$ cat config.mk
export PLATFORM = sky130hd
export DESIGN_NAME = truth_table_sequencer_flat
export DESIGN_NICKNAME = d
export VERILOG_FILES = /design/src/rtl/truth_table_sequencer_if.sv /design/src/rtl/truth_table_sequencer.sv /design/src/flat_wrapper.sv
export SDC_FILE = /design/constraint.sdc
export NUM_CORES = 1
export LEC_CHECK = 0
export ABC_AREA = 1
export CELL_PAD_IN_SITES_DETAIL_PLACEMENT = 1
export CELL_PAD_IN_SITES_GLOBAL_PLACEMENT = 1
export CORE_AREA = 4 4 92 77
export CTS_BUF_LIST = sky130_fd_sc_hd__clkbuf_4 sky130_fd_sc_hd__clkbuf_8 sky130_fd_sc_hd__clkbuf_16
export CTS_CLUSTER_DIAMETER = 120
export DETAILED_ROUTE_END_ITERATION = 10
export DIE_AREA = 0 0 96 81
export GPL_TIMING_DRIVEN = 0
export PLACE_DENSITY_LB_ADDON = 0.1
export SYNTH_ARGS = -nofsm -noshare
export SYNTH_HDL_FRONTEND = slang
export SYNTH_SLANG_ARGS = --single-unit
$ cat constraint.sdc
create_clock -name clk -period 1.3 [get_ports clk]
set_clock_uncertainty 0.05 [all_clocks]
set_input_delay 0.26 -clock clk [delete_from_list [all_inputs] [get_ports clk]]
set_output_delay 0.26 -clock clk [all_outputs]
set_load 0.005 [all_outputs]
$ cat src/rtl/truth_table_sequencer_if.sv
// Bus between the truth-table sequencer and its host/function datapath.
// The master drives start/abort/f_in; the slave (sequencer) drives the rest.
interface truth_table_sequencer_if #(
  parameter int N = 4
) ();
  logic               start;
  logic               abort;
  logic               f_in;
  logic [N-1:0]       abcd;
  logic               busy;
  logic               done;
  logic [(2**N)-1:0]  table_out;
  logic [N:0]         ones_count;

  modport master (
    output start, abort, f_in,
    input  abcd, busy, done, table_out, ones_count
  );

  modport slave (
    input  start, abort, f_in,
    output abcd, busy, done, table_out, ones_count
  );
endinterface

$ cat src/rtl/truth_table_sequencer.sv
// Sweeps an external N-input combinational function through all 2^N inputs,
// holding each for SETTLE+1 cycles and capturing the output into a truth table.
module truth_table_sequencer #(
  parameter int N      = 4,
  parameter int SETTLE = 1
) (
  input  logic                    clk,
  input  logic                    rst,
  truth_table_sequencer_if.slave  bus
);

  localparam int WCW = (SETTLE > 0) ? $clog2(SETTLE + 1) : 1;
  localparam logic [WCW-1:0] SETTLE_W = WCW'(SETTLE);
  localparam logic [N-1:0]   LAST_IDX = '1;

  typedef enum logic [1:0] {
    S_IDLE,
    S_RUN,
    S_DONE
  } state_t;

  state_t              state_q;
  logic [N-1:0]        idx_q;
  logic [WCW-1:0]      wcnt_q;
  logic                busy_q;
  logic                done_q;
  logic [(2**N)-1:0]   table_q;
  logic [N:0]          ones_q;
  logic [N:0]          ones_d;

  always_comb begin
    ones_d = ones_q + (N+1)'(bus.f_in);
  end

  always_ff @(posedge clk or posedge rst) begin
    if (rst) begin
      state_q <= S_IDLE;
      idx_q   <= '0;
      wcnt_q  <= '0;
      busy_q  <= 1'b0;
      done_q  <= 1'b0;
      table_q <= '0;
      ones_q  <= '0;
    end else begin
      done_q <= 1'b0;
      case (state_q)
        S_IDLE: begin
          busy_q <= 1'b0;
          if (bus.start) begin
            state_q <= S_RUN;
            busy_q  <= 1'b1;
            idx_q   <= '0;
            wcnt_q  <= '0;
            table_q <= '0;
            ones_q  <= '0;
          end
        end

        S_RUN: begin
          if (bus.abort) begin
            state_q <= S_IDLE;
            busy_q  <= 1'b0;
            idx_q   <= '0;
            wcnt_q  <= '0;
            table_q <= '0;
            ones_q  <= '0;
          end else if (wcnt_q != SETTLE_W) begin
            // wcnt never exceeds SETTLE, so != is the same test as <
            wcnt_q <= wcnt_q + 1'b1;
          end else begin
            table_q[idx_q] <= bus.f_in;
            ones_q         <= ones_d;
            wcnt_q         <= '0;
            if (idx_q == LAST_IDX) begin
              state_q <= S_DONE;
              busy_q  <= 1'b0;
              done_q  <= 1'b1;
            end else begin
              idx_q <= idx_q + 1'b1;
            end
          end
        end

        S_DONE: begin
          state_q <= S_IDLE;
          busy_q  <= 1'b0;
          idx_q   <= '0;
        end

        default: begin
          state_q <= S_IDLE;
          busy_q  <= 1'b0;
          idx_q   <= '0;
          wcnt_q  <= '0;
        end
      endcase
    end
  end

  assign bus.abcd       = idx_q;
  assign bus.busy       = busy_q;
  assign bus.done       = done_q;
  assign bus.table_out  = table_q;
  assign bus.ones_count = ones_q;

endmodule

$ cat src/flat_wrapper.sv
// flat-port wrapper written by rule: the top's interface ports become plain ports
module truth_table_sequencer_flat 
#(
  parameter int N      = 4,
  parameter int SETTLE = 1
)
  (clk, rst, bus_start, bus_abort, bus_f_in, bus_abcd, bus_busy, bus_done, bus_table_out, bus_ones_count);
  truth_table_sequencer_if #(.N(N)) bus_i ();
  input  logic clk;
  input  logic rst;
  input wire logic [$bits(bus_i.start)-1:0] bus_start;
  input wire logic [$bits(bus_i.abort)-1:0] bus_abort;
  input wire logic [$bits(bus_i.f_in)-1:0] bus_f_in;
  output wire logic [$bits(bus_i.abcd)-1:0] bus_abcd;
  output wire logic [$bits(bus_i.busy)-1:0] bus_busy;
  output wire logic [$bits(bus_i.done)-1:0] bus_done;
  output wire logic [$bits(bus_i.table_out)-1:0] bus_table_out;
  output wire logic [$bits(bus_i.ones_count)-1:0] bus_ones_count;
  assign bus_i.start = bus_start;
  assign bus_i.abort = bus_abort;
  assign bus_i.f_in = bus_f_in;
  assign bus_abcd = bus_i.abcd;
  assign bus_busy = bus_i.busy;
  assign bus_done = bus_i.done;
  assign bus_table_out = bus_i.table_out;
  assign bus_ones_count = bus_i.ones_count;
  truth_table_sequencer #(.N(N), .SETTLE(SETTLE)) u_core (.clk(clk), .rst(rst), .bus(bus_i));
endmodule
======== Word-level counts from Yosys, hierarchy flattened ========
Index checks and enable logic that the tools add are counted.
word-level totals
  bits of input ports ..................... 5
  register bits ........................... 30
  logic and storage cells ................. 62
  output and inout bits ................... 27
operators by class
  equality and inequality tests ........... 7
  bitwise gates (word level) .............. 1
  magnitude comparators ................... 2
  add/subtract/negate cells ............... 3
  reduce and logical (&&, ||, !) cells .... 8
  mux-type cells .......................... 34
operators by type and width
  cell                                                    number
  two-way mux 16 bit                                      3
  case mux 16 bit (2 select lines)                        1
  bitwise mux 16 bit                                      1
  two-way mux 4 bit                                       4
  two-way mux 5 bit                                       3
  two-way mux 1 bit                                       12
  case mux 5 bit (2 select lines)                         1
  AND reduction 3 bit                                     3
  two-way mux 2 bit                                       4
  case mux 4 bit (2 select lines)                         1
  inequality test 3 x 2 -> 1 bit (second input constant)  2
  adder 5 x 1 -> 5 bit                                    1
  < comparator 4 x 5 -> 1 bit (second input constant)     1
  adder 4 x 1 -> 4 bit (second input constant)            1
  demux 1 bit (select 4 bit)                              1
  == test 4 bit (second input constant)                   1
  >= comparator 4 x 1 -> 1 bit (second input constant)    1
  case mux 2 bit (2 select lines)                         1
  AND reduction 2 bit                                     2
  inequality test 3 bit (second input constant)           1
  case mux 1 bit (3 select lines)                         1
  == test 2 x 1 -> 1 bit (second input constant)          1
  == test 2 bit (second input constant)                   1
  zero test 2 bit                                         1
  6 further kinds                                         6

======== Depth between registers and ports, before layout ========
  depth after elaboration ................. 8
  depth in mapped cells ................... 9
  mapped depth without buffers ............ 9

======== Least setup slack after synthesis ========
No wires, ideal clock.
  path type ............................... register -> register
  start ................................... reg u_core.idx_q[0] (netlist: u_core.bus.abcd[0])
  end ..................................... reg u_core.idx_q[3] (netlist: u_core.bus.abcd[3])
  slack ................................... -0.024 ns
  arrival time ............................ 1.157 ns
  buffers on the path ..................... 0
  stages on the path, launching flop included .. 8
  data required time ...................... 1.134 ns
  clock period less this slack ............ 1.324 ns
  library setup time ...................... 0.116 ns
  cells stage by stage .................... dfrtp_1 > ha_1 > inv_1 > nor2_1 > nand2_1 > nand3_1 > nand2_1 > nand2_1
on the way
  cells in the longest elaborated chain, start to end .. 5
  elaborated cells between the ends (all ways) .. 8
  those cells by class .................... add/sub: 1; eq/ne: 2; mux: 4; reduce/logical: 1
ends and longest elaborated chain
  what                             RTL line                     RTL
  start: declaration               truth_table_sequencer.sv:23  logic [N-1:0] idx_q;
  start signal: assignment         truth_table_sequencer.sv:79  idx_q <= idx_q + 1'b1;
  adder 4 x 1 -> 4 bit             truth_table_sequencer.sv:79
  two-way mux 4 bit                truth_table_sequencer.sv:74  if (idx_q == LAST_IDX) begin
  two-way mux 4 bit                truth_table_sequencer.sv:67  end else if (wcnt_q != SETTLE_W) begin
  two-way mux 4 bit                truth_table_sequencer.sv:60  if (bus.abort) begin
  case mux 4 bit (2 select lines)  truth_table_sequencer.sv:46  case (state_q)
Several ways; a longest one is shown, not always the timed one. The select of a mux whose other input is x is not followed.
A chain may end at the register's enable or synchronous reset.

======== Worst setup path after layout ========
  start ................................... reg u_core.idx_q[1] (netlist: u_core.bus.abcd[1])
  end ..................................... reg u_core.table_q[4] (netlist: u_core.bus.table_out[4])
on the way
  cells in the longest elaborated chain, start to end .. 8
  elaborated cells between the ends (all ways) .. 9
  those cells by class .................... order compare: 2; mux: 6; reduce/logical: 1
ends and longest elaborated chain
  what                                                                                               RTL line                     RTL
  < comparator 4 x 5 -> 1 bit (implied by the code) or >= comparator 4 x 1 -> 1 bit (tied branches)  truth_table_sequencer.sv:71  table_q[idx_q] <= bus.f_in;
  logical AND 1 bit (implied by the code)                                                            truth_table_sequencer.sv:71
  two-way mux 1 bit (implied by the code)                                                            truth_table_sequencer.sv:71
  demux 1 bit (select 4 bit) (*)                                                                     --
  bitwise mux 16 bit (*)                                                                             truth_table_sequencer.sv:71
  two-way mux 16 bit (*)                                                                             truth_table_sequencer.sv:67
  two-way mux 16 bit (*)                                                                             truth_table_sequencer.sv:60
  case mux 16 bit (2 select lines) (*)                                                               truth_table_sequencer.sv:46
  end signal: indexed assignment                                                                     truth_table_sequencer.sv:71
  end: declaration                                                                                   truth_table_sequencer.sv:27  logic [(2**N)-1:0] table_q;
Mark *: on every way between the ends. The rest lies on a longest branch, timed or not. The select of a mux whose other input is x is not followed.

==> results.toml <==
[status]
status = "finished, violations left"
violations = "negative setup slack"

[floorplanning]
initial_utilization = 0.299
die_x_um = 96
fp.coreArea_um2 = 6210
die_y_um = 81
rows = 26
dieArea_um2 = 7780
pin_count = 32

[clocking]
cts_tree = "yes"
cts-root-buf = "clkbuf_8"
clk_path_buf_depth = 2
cts-hold-fix-buffers = 0
tritoncts.num_buffers = 5
clk_latency_ps = 300
numClockSinks = 30
htree_levels = 2
clk_pin_slew_worst_paths_ps = 80

[detailed_routing]
first_pass_iters = 4
vias = 2178
viasPerCell = 4.86
wl_um = 7580
drtIter0Drc = 78
drc = 0
post_drt_wl_per_cell_um = 16.9
final_antenna_net_count = 0

[pwr]
irDropWorstVdd_v = 0.000790
power_density_nw_per_um2 = 1660
leakage_nw = 1.63

[global_route]
grt_max_degree = 31
grt.overflow.total = 0
grt_pass1_wl_um = 11700
antenna_found_initial = 0
grt_use_total = 0.199
grt_pass1_vias = 2275

[final_layout]
layout_commonest_cell = "nand2_1"
fin_area_um2 = 3410
nets = 375
antenna_cells = 0
final_cell_mix = "nand2_1 (68), buf_4 (29), buf_6 (24), dfrtp_1 (24), nand2_2 (23)"
final_cells = 448
n_fill_cell = 731
layout-drive-gt1-share = 0.495
area_growth_pct = 83.5

[logic_synthesis]
syn-cell-area_um2 = 1860
synth_fp_nets = 286
syn-mean-instance-area_um2 = 6.79
synth-seq-cells = 30
yosys.area_share.simple = 0.411
synth_compound_area_frac = 0.0578
synthMuxAreaShare = 0
synthTopCellsByArea = "dfrtp_1 (40%), nand2_1 (20%), nor2_1 (11%), nand3_1 (5.6%), ha_1 (4.7%)"
syn_inst = 274
synth_cell_types = 20
synth-xor-area-share = 0.00471
synth_top_area_frac = 0.403
yosys.area_share.adder = 0.0471
synth_top_family_by_area = "simple AND/OR/NAND/NOR gates"
ys.warnings.count = 0
seq_area_frac_synth = 0.403
yosysTopAreaCell = "dfrtp_1"

[placement]
dp_cells = 389
gp_congestion = 0.749
io_buffers = 31
post-place-ws_ps = -668
hpwlAfterDp_um = 4000
postPlaceCellArea_um2 = 2280

[sta]
final.period_utilization = 1.12
fin_ws_ps = -157
worstMarginPinSlew_ps = 697
max_clock_freq_mhz = 686
min_period_ps = 1460
drv_slew = 0
rsz0062_at_grt = "true"
setup_violations = 26
slew_headroom = 0.534
hold_viol_final = 0

[min_path]
min_path_type = "input pin to async pin"

[flow_run]
max_cap_violations = 0

[critical_path]
cpMostUsedCell = "nand2_2"
rr_startpoint = "u_core.bus.abcd[1]"
crit_type = "flip-flop to flip-flop"
cp_slowest_cell = "dfrtp_2"
max_stage_delay_ps = 440
regToRegSetupSlack_ps = -160
critical_path.top_delay_family = "flip-flops"
end_kind = "flip-flop"
startpoint = "u_core.bus.abcd[1]"
cp_cell_sequence = "buf_6 -> inv_6 -> ha_4 -> inv_4 -> o21ai_0 -> nand2_2 -> nand2_2 -> nand2_1"
cp_max_fo = 5
critPathRequiredTime_ps = 1430
cp-start-kind = "flip-flop"
cp_data_arrival_time_ps = 1590
path_buf_inv = 3
kinds of logic after synthesis:
group                      count (synthesis)
DFF                                       30
and+or+nand+nor                          184
AOI/OAI and AO/OA                         21
buffers and inverters                     31
adders and majority gates                  7
xor gates and xnor gates                   1
report_power, final:
part	internal, W	switching (W)
combinational	0.00171	0.00195
sequential	0.00105	0.000105
clock	0.000426	0.000426
synthesized netlist by cell type:
master    instances
ha_1              7
nor2_4            1
dfrtp_1          30
o21ai_0          12
buf_2             2
nand2_1          98
nand4_1           6
nor2_1           54
nor2_2            1
clkbuf_1          2
nand2_4           3
buf_6             2
nand3_1          21
inv_2             2
o211ai_1          1
buf_4             2
xor2_1            1
inv_1            21
o21ai_1           7
a21oi_1           1
what timing repair did:
action,4_1_cts,5_1_grt
buffers inserted,41,8
endpoints found under the setup margin,83,33
pin swaps,25,38
gates cloned,4,0
gates resized for setup,161,72
worst reg2reg max path: stages (launching register included):
cell and delay [ps]:
dfrtp_2 440, buf_6 140, inv_6 60, ha_4 150
inv_4 70, o21ai_0 240, nand2_2 90, nand2_2 60
nand2_1 50
sequential cells by signal (all words and copies together), names as in the netlist:
signal                 cells
u_core.bus.ones_count      5
u_core.bus.busy            1
u_core.bus.done            1
u_core.bus.abcd            4
u_core.state_q             2
u_core.wcnt_q              1
u_core.bus.table_out      16
worst paths after layout:
kind,depth (start not counted),to
max,8,u_core.bus.table_out[4]
min,2,u_core.bus.ones_count[4]
max reg2reg,8,u_core.bus.table_out[4]
min reg2reg,2,u_core.bus.table_out[8]
max in group asynchronous,2,u_core.bus.abcd[0]
min in group clk,2,u_core.bus.table_out[8]
metrics by stage:
| stage | utilization | setup TNS (ps) | hold WS [ps] | power [W] |
|---|---|---|---|---|
| after floorplan | - | 0 | 301 | 0.00223 |
| after global placement | 0.367 | -30580 | 407 | 0.00278 |
| after detailed placement | 0.367 | -31370 | 414 | 0.00282 |
| after CTS | 0.503 | -1590 | 415 | 0.00513 |
| after global routing | 0.550 | -4230 | 423 | 0.00600 |
| final | 0.550 | -2360 | 368 | 0.00567 |
layout make-up:
cell class,count,area [µm²],area share
Inverter,23,115,0.0337
Clock inverter,2,12.5,0.00366
Sequential cell,30,758,0.222
Multi-Input combinational cell,213,1460,0.427
Timing Repair Buffer,82,802,0.235
Clock buffer,6,82.6,0.0242
Buffer,8,81.3,0.0238
Tap cell,84,105,0.0308
per-layer routing:
metal,vias up,GRT usage,part of all wire
met4,0,0.0497,0.012
met1,1088,0.255,0.45
met3,11,0.0472,0.037
li1,1036,-,-
met2,43,0.335,0.50
met5,-,0,0
Note: power is estimated with default switching activity, not from simulation.
